<file path="config.mk">
export PLATFORM = sky130hd
export DESIGN_NAME = branch_resolve
export DESIGN_NICKNAME = d
export VERILOG_FILES = /design/src/rtl/branch_resolve_pkg.sv /design/src/rtl/branch_resolve_decide.sv /design/src/rtl/branch_resolve.sv
export SDC_FILE = /design/constraint.sdc
export NUM_CORES = 1
export LEC_CHECK = 0
export CORE_AREA = 2 2 117 119
export DETAILED_ROUTE_END_ITERATION = 8
export DIE_AREA = 0 0 119 121
export PLACE_DENSITY_LB_ADDON = 0.25
export RECOVER_POWER = 25
export SLEW_MARGIN = 20
export SYNTH_ARGS = -nofsm -noshare
export SYNTH_HDL_FRONTEND = slang
export SYNTH_SLANG_ARGS = --single-unit
</file>
<file path="constraint.sdc">
create_clock -name i_clk -period 3.4 [get_ports i_clk]
set_clock_uncertainty 0.05 [all_clocks]
set_input_delay 0.68 -clock i_clk [delete_from_list [all_inputs] [get_ports i_clk]]
set_output_delay 0.68 -clock i_clk [all_outputs]
set_load 0.005 [all_outputs]
</file>
<file path="src/rtl/branch_resolve_pkg.sv">
// branch_resolve_pkg: shared funct3 encodings, FSM state encoding and instruction size.
package branch_resolve_pkg;
    localparam int INSN_BYTES = 4;
    localparam logic [2:0] F3_BEQ  = 3'b000;
    localparam logic [2:0] F3_BNE  = 3'b001;
    localparam logic [2:0] F3_BLT  = 3'b100;
    localparam logic [2:0] F3_BGE  = 3'b101;
    localparam logic [2:0] F3_BLTU = 3'b110;
    localparam logic [2:0] F3_BGEU = 3'b111;
    typedef enum logic [1:0] {
        ST_IDLE     = 2'd0,
        ST_REDIRECT = 2'd1,
        ST_FLUSH    = 2'd2
    } state_e;
endpackage

</file>
<file path="src/rtl/branch_resolve_decide.sv">
// branch_decide: combinational condition decode and redirect target computation.
module branch_decide
    import branch_resolve_pkg::*;
(
    input  logic        is_branch_i,
    input  logic        is_jal_i,
    input  logic        is_jalr_i,
    input  logic [2:0]  funct3_i,
    input  logic [31:0] pc_i,
    input  logic [31:0] imm_i,
    input  logic [31:0] rs1_i,
    input  logic        br_eq_i,
    input  logic        br_lt_i,
    output logic        taken,
    output logic [31:0] target,
    output logic        misalign,
    output logic        illegal
);
    logic        cond_taken;
    logic        cond_ok;
    logic        use_rs1;
    logic [31:0] sum_pc;
    logic [31:0] sum_rs1;

    assign cond_taken = (funct3_i == F3_BEQ) ? br_eq_i :
                        (funct3_i == F3_BNE) ? !br_eq_i :
                        (funct3_i == F3_BLT || funct3_i == F3_BLTU) ? br_lt_i :
                        (funct3_i == F3_BGE || funct3_i == F3_BGEU) ? !br_lt_i : 1'b0;
    assign cond_ok    = funct3_i != 3'b010 && funct3_i != 3'b011;
    // JAL outranks JALR, which outranks a conditional branch
    assign use_rs1    = !is_jal_i && is_jalr_i;
    assign sum_pc     = pc_i + imm_i;
    assign sum_rs1    = rs1_i + imm_i;
    assign illegal    = is_branch_i && !is_jal_i && !is_jalr_i && !cond_ok;
    assign taken      = is_jal_i || is_jalr_i || (is_branch_i && cond_ok && cond_taken);
    assign target     = use_rs1 ? {sum_rs1[31:1], 1'b0} : sum_pc;
    assign misalign   = taken && target[1];
endmodule

</file>
<file path="src/rtl/branch_resolve.sv">
// branch_resolve: EX-stage branch resolution with redirect handshake, flush window
// and saturating taken-redirect counter.
module branch_resolve
    import branch_resolve_pkg::*;
#(
    parameter int FLUSH_CYCLES = 2,
    parameter int CNT_W        = 16
) (
    input  logic             i_clk,
    input  logic             i_rst_n,
    input  logic             i_valid,
    input  logic             i_is_branch,
    input  logic             i_is_jal,
    input  logic             i_is_jalr,
    input  logic [2:0]       i_funct3,
    input  logic [31:0]      i_pc,
    input  logic [31:0]      i_imm,
    input  logic [31:0]      i_rs1,
    input  logic             brEq,
    input  logic             brLT,
    output logic             brUn,
    input  logic             i_redir_ready,
    output logic             o_redir_valid,
    output logic [31:0]      o_redir_pc,
    output logic             o_flush,
    output logic             o_stall,
    output logic [31:0]      o_link_pc,
    output logic             o_misalign,
    output logic             o_illegal,
    output logic [CNT_W-1:0] o_taken_cnt
);
    localparam logic [3:0] FLUSH_LD = 4'(FLUSH_CYCLES);

    state_e           state_q;
    logic             redir_valid_q;
    logic [31:0]      redir_pc_q;
    logic             flush_q;
    logic             stall_q;
    logic             misalign_q;
    logic             illegal_q;
    logic [CNT_W-1:0] taken_cnt_q;
    logic [CNT_W-1:0] taken_cnt_d;
    logic [3:0]       fcnt_q;
    logic             taken;
    logic [31:0]      target;
    logic             misalign;
    logic             illegal;

    branch_decide u_decide (
        .is_branch_i (i_is_branch),
        .is_jal_i    (i_is_jal),
        .is_jalr_i   (i_is_jalr),
        .funct3_i    (i_funct3),
        .pc_i        (i_pc),
        .imm_i       (i_imm),
        .rs1_i       (i_rs1),
        .br_eq_i     (brEq),
        .br_lt_i     (brLT),
        .taken       (taken),
        .target      (target),
        .misalign    (misalign),
        .illegal     (illegal)
    );

    assign brUn        = i_funct3[1];
    assign o_link_pc   = i_pc + 32'(INSN_BYTES);
    assign taken_cnt_d = (&taken_cnt_q) ? taken_cnt_q : taken_cnt_q + 1'b1;

    always_ff @(posedge i_clk) begin
        if (!i_rst_n) begin
            state_q       <= ST_IDLE;
            redir_valid_q <= 1'b0;
            redir_pc_q    <= '0;
            flush_q       <= 1'b0;
            stall_q       <= 1'b0;
            misalign_q    <= 1'b0;
            illegal_q     <= 1'b0;
            taken_cnt_q   <= '0;
            fcnt_q        <= '0;
        end else begin
            misalign_q <= 1'b0;
            illegal_q  <= 1'b0;
            case (state_q)
                ST_IDLE: begin
                    if (i_valid) begin
                        if (illegal) begin
                            illegal_q <= 1'b1;
                        end else if (taken && misalign) begin
                            misalign_q <= 1'b1;
                        end else if (taken) begin
                            redir_pc_q    <= target;
                            redir_valid_q <= 1'b1;
                            stall_q       <= 1'b1;
                            state_q       <= ST_REDIRECT;
                        end
                    end
                end
                ST_REDIRECT: begin
                    if (i_redir_ready) begin
                        redir_valid_q <= 1'b0;
                        taken_cnt_q   <= taken_cnt_d;
                        fcnt_q        <= FLUSH_LD;
                        flush_q       <= 1'b1;
                        state_q       <= ST_FLUSH;
                    end
                end
                ST_FLUSH: begin
                    fcnt_q <= fcnt_q - 1'b1;
                    if (fcnt_q == 4'd1) begin
                        flush_q <= 1'b0;
                        stall_q <= 1'b0;
                        state_q <= ST_IDLE;
                    end
                end
                default: state_q <= ST_IDLE;
            endcase
        end
    end

    assign o_redir_valid = redir_valid_q;
    assign o_redir_pc    = redir_pc_q;
    assign o_flush       = flush_q;
    assign o_stall       = stall_q;
    assign o_misalign    = misalign_q;
    assign o_illegal     = illegal_q;
    assign o_taken_cnt   = taken_cnt_q;
endmodule

</file>
==> reports/results.tsv <==
metric	value	unit
status	completed	
mean routed wirelength per cell	16.2	µm
category of the worst setup path capture point	flop	
number of antenna repair diodes	0	
Pre-antenna DRT Iters	5	
Clock Sinks	59	
critical-path maximum fanout	3	
fmax	300	MHz
clock-pin slew on the worst setup and hold paths	60	ps
timing startpoint of the critical path	i_rs1[2]	
number of fill cells in the layout	951	
fraction of power spent switching nets	33.8	%
peak ir drop on the vdd network	199	µV
antenna violations before repair	0	
detailed-placement wirelength estimate	16.4	mm
data required time of the worst path	3610	ps
number of flip-flops and latches in the synthesized netlist	59	
Post-synth EDFFs	0	
total number of yosys warnings	0	
pin count of the biggest net entering global routing	43	
TritonCTS clock tree	yes	
count of pins over their slew limit	0	
number of maximum-capacitance constraint violations	0	
average footprint of a synthesized cell	7.45	µm²
Hold Startpoint	o_redir_pc[14]$_SDFFE_PN0P_	
area growth from synthesis to final layout	62.6	%
startpoint of the worst register-to-register path	o_taken_cnt[6]$_SDFFE_PN0P_	
y dimension of the die	121	µm
wire length after detailed routing	21.8	mm
routability congestion estimate from global placement	0.929	
number of global-route vias before repair	7253	
relative contribution of sequential cells to total power	25.0	%
switching component of the power	1060	µW
worst hold path type	flop to flop	
number of DRC violations after detailed routing	0	
kind of start point of the critical path	input port	
final count of negative-setup-slack endpoints	0	
Site Rows	42	
final antenna-violating net count	0	
Yosys top cell area share	19.2	%
synthesized netlist cell count	824	
horizontal die dimension	119	µm
internal power	2070	µW
clock latency on the worst-skew pair	330	ps
actual slew at the worst max-slew pin	838	ps
Die ar.	14400	µm²
count of non-filler cells in the finished layout	1345	
top cells by instance count after synthesis	86 x a21oi_1, 80 x nand2_1, 77 x nor2_1	
slew margin rel.	43.7	%
wire length of the first global-routing pass	34.1	mm
count of buffers from port buffering	193	
buffers from clock root to sink, at most	2	
Lkg Pwr	0.00452	µW
post-layout net count	1339	
number of cells in the design after placement	1314	
Post-Syn Nets	999	
number of I/O pins	194	
most frequent cell after synthesis	a21oi_1	
Synth async-reset ratio	0	%
number of buffers added by the clock tree synthesis step	9	
period utilization	98.1	%
final-report hold violation count	0	
most used flip-flop cell after synthesis	dfxtp_1	
PnR Total Power	3120	µW
Avg Vias per Cell	5.61	
CTS root buf	clkbuf_16	
post-synthesis cell type count	60	
data arrival time at the worst-slack endpoint	3550	ps
global route total overflow	0	
RSZ-0062 raised after global routing	yes	
relative contribution of combinational cells to total power	45.2	%
post-synthesis instance area	6140	µm²
share of the yosys chip area belonging to registers	19.2	%
Pwr per Cell Area	313	nW/µm²
maximum level of the CTS H-tree	3	
Yosys top cell by area	dfxtp_1	
biggest area contributors in the synthesized netlist	dfxtp_1 19%, ha_1 13%, a21oi_1 7.0%, xnor2_1 6.7%, xor2_1 6.0%	
total negative setup slack	0	ps
type of the setup path with the least slack	input port to flop	
total routing usage reported by global routing	28.8	%
initial core utilization	46.9	%
vias after detailed routing	7546	
time the worst path needs with I/O delays and setup	3340	ps
share of post-route cells with drive strength above 1	21.3	%
Clock power frac	29.8	%
Placeable Area	13100	µm²
Hold Slack	412	ps
drt first-iter violations	494	
[power groups by stage]
stage	Clock, µW	Combinational [µW]	Sequential, µW
global placement	0	1300	793
CTS	931	1360	780
finish	930	1410	781
floorplan	0	680	786
detailed placement	0	1320	794
global route	963	1530	784
[state kept, by name, summed over array words and instances (netlist names)]
register       flops
o_redir_pc        32
o_stall            1
o_taken_cnt       16
o_illegal          1
o_flush            1
o_redir_valid      1
fcnt_q             4
o_misalign         1
state_q            2
[area by class of cell]
type | instances | area (µm²) | area share [%]
Multi-Input combinational cell | 717 | 5040 | 50.5
Inverter | 18 | 67.6 | 0.677
Timing Repair Buffer | 359 | 3170 | 31.7
Clock inverter | 6 | 65.1 | 0.652
Clock buffer | 10 | 239 | 2.39
Sequential cell | 59 | 1180 | 11.8
Tap cell | 176 | 220 | 2.21
[final timing paths]
path / slack, ps / endpoint / depth (start not counted)
worst max-delay path: 60 / o_redir_pc[30]$_SDFFE_PN0P_ / 12
worst min register to register: 410 / o_redir_pc[14]$_SDFFE_PN0P_ / 2
worst min-delay path: 410 / o_redir_pc[14]$_SDFFE_PN0P_ / 2
worst max register to register: 700 / o_taken_cnt[9]$_SDFFE_PN0P_ / 9
[routing by layer]
layer | GRT usage, % | vias to the layer above | part of all wire [%] | wire length [µm]
li1 | - | 3698 | - | -
met1 | 34.7 | 3483 | 42 | 9110
met2 | 51.8 | 314 | 49 | 10700
met3 | 5.40 | 51 | 6.8 | 1480
met4 | 9.15 | 0 | 2.4 | 514
met5 | 0 | - | 0 | 0
[cell usage in the layout, fill, tap and decap left out, types with 13 or more instances in the layout]
| master | count |
|---|---|
| buf_4 | 163 |
| clkdlybuf4s50_1 | 122 |
| a21oi_1 | 82 |
| nand2_1 | 77 |
| nor2_1 | 72 |
| dfxtp_1 | 59 |
| ha_1 | 57 |
| o21ai_0 | 50 |
| xnor2_1 | 46 |
| xor2_1 | 42 |
| nand3_1 | 36 |
| a21o_1 | 32 |
| dlygate4sd3_1 | 30 |
| inv_1 | 16 |
| nand2b_1 | 15 |
| dlygate4sd2_1 | 15 |
| a211oi_1 | 13 |
| nor3_1 | 13 |
[per-stage QoR]
step | instance area (µm²) | util, % | setup slack, ps
after CTS | 9780 | 74.7 | 2.31
after global placement | 9310 | 71.2 | -776
after global routing | 9980 | 76.3 | -20.1
after floorplan | 6140 | - | 255
after detailed placement | 9310 | 71.2 | -818
final | 9980 | 76.3 | 64.1
[worst max-delay path: stages]
cell,delay [ps]
clkdlybuf4s15_1,200
ha_4,260
nor2b_4,120
o31a_1,250
o31a_1,300
o41a_1,470
a41o_2,350
a211oi_4,380
o41ai_1,150
xor2_1,150
nor2_1,50
nor3_1,170
[what timing repair did]
item                                    in CTS  in global routing
endpoints found under the setup margin      30                 26
setup buffers                               10                  5
cloned                                       0                  0
resized for setup                           64                 68
hold buffers                                 0                  0
pin swaps                                   29                 30
[kinds of logic (layout without fill, tap and decap cells)]
| kind of cell | after synthesis | in the layout | synth area share [%] |
|---|---|---|---|
| fa+ha+maj | 67 | 67 | 13.9 |
| simple gates | 294 | 294 | 23.1 |
| xor+xnor | 89 | 89 | 12.7 |
| compound gates | 265 | 265 | 27.6 |
| mux | 2 | 2 | 0.326 |
| flops | 59 | 59 | 19.2 |
| buf+inv | 48 | 393 | 3.20 |
(Power assumes the default switching activity.)
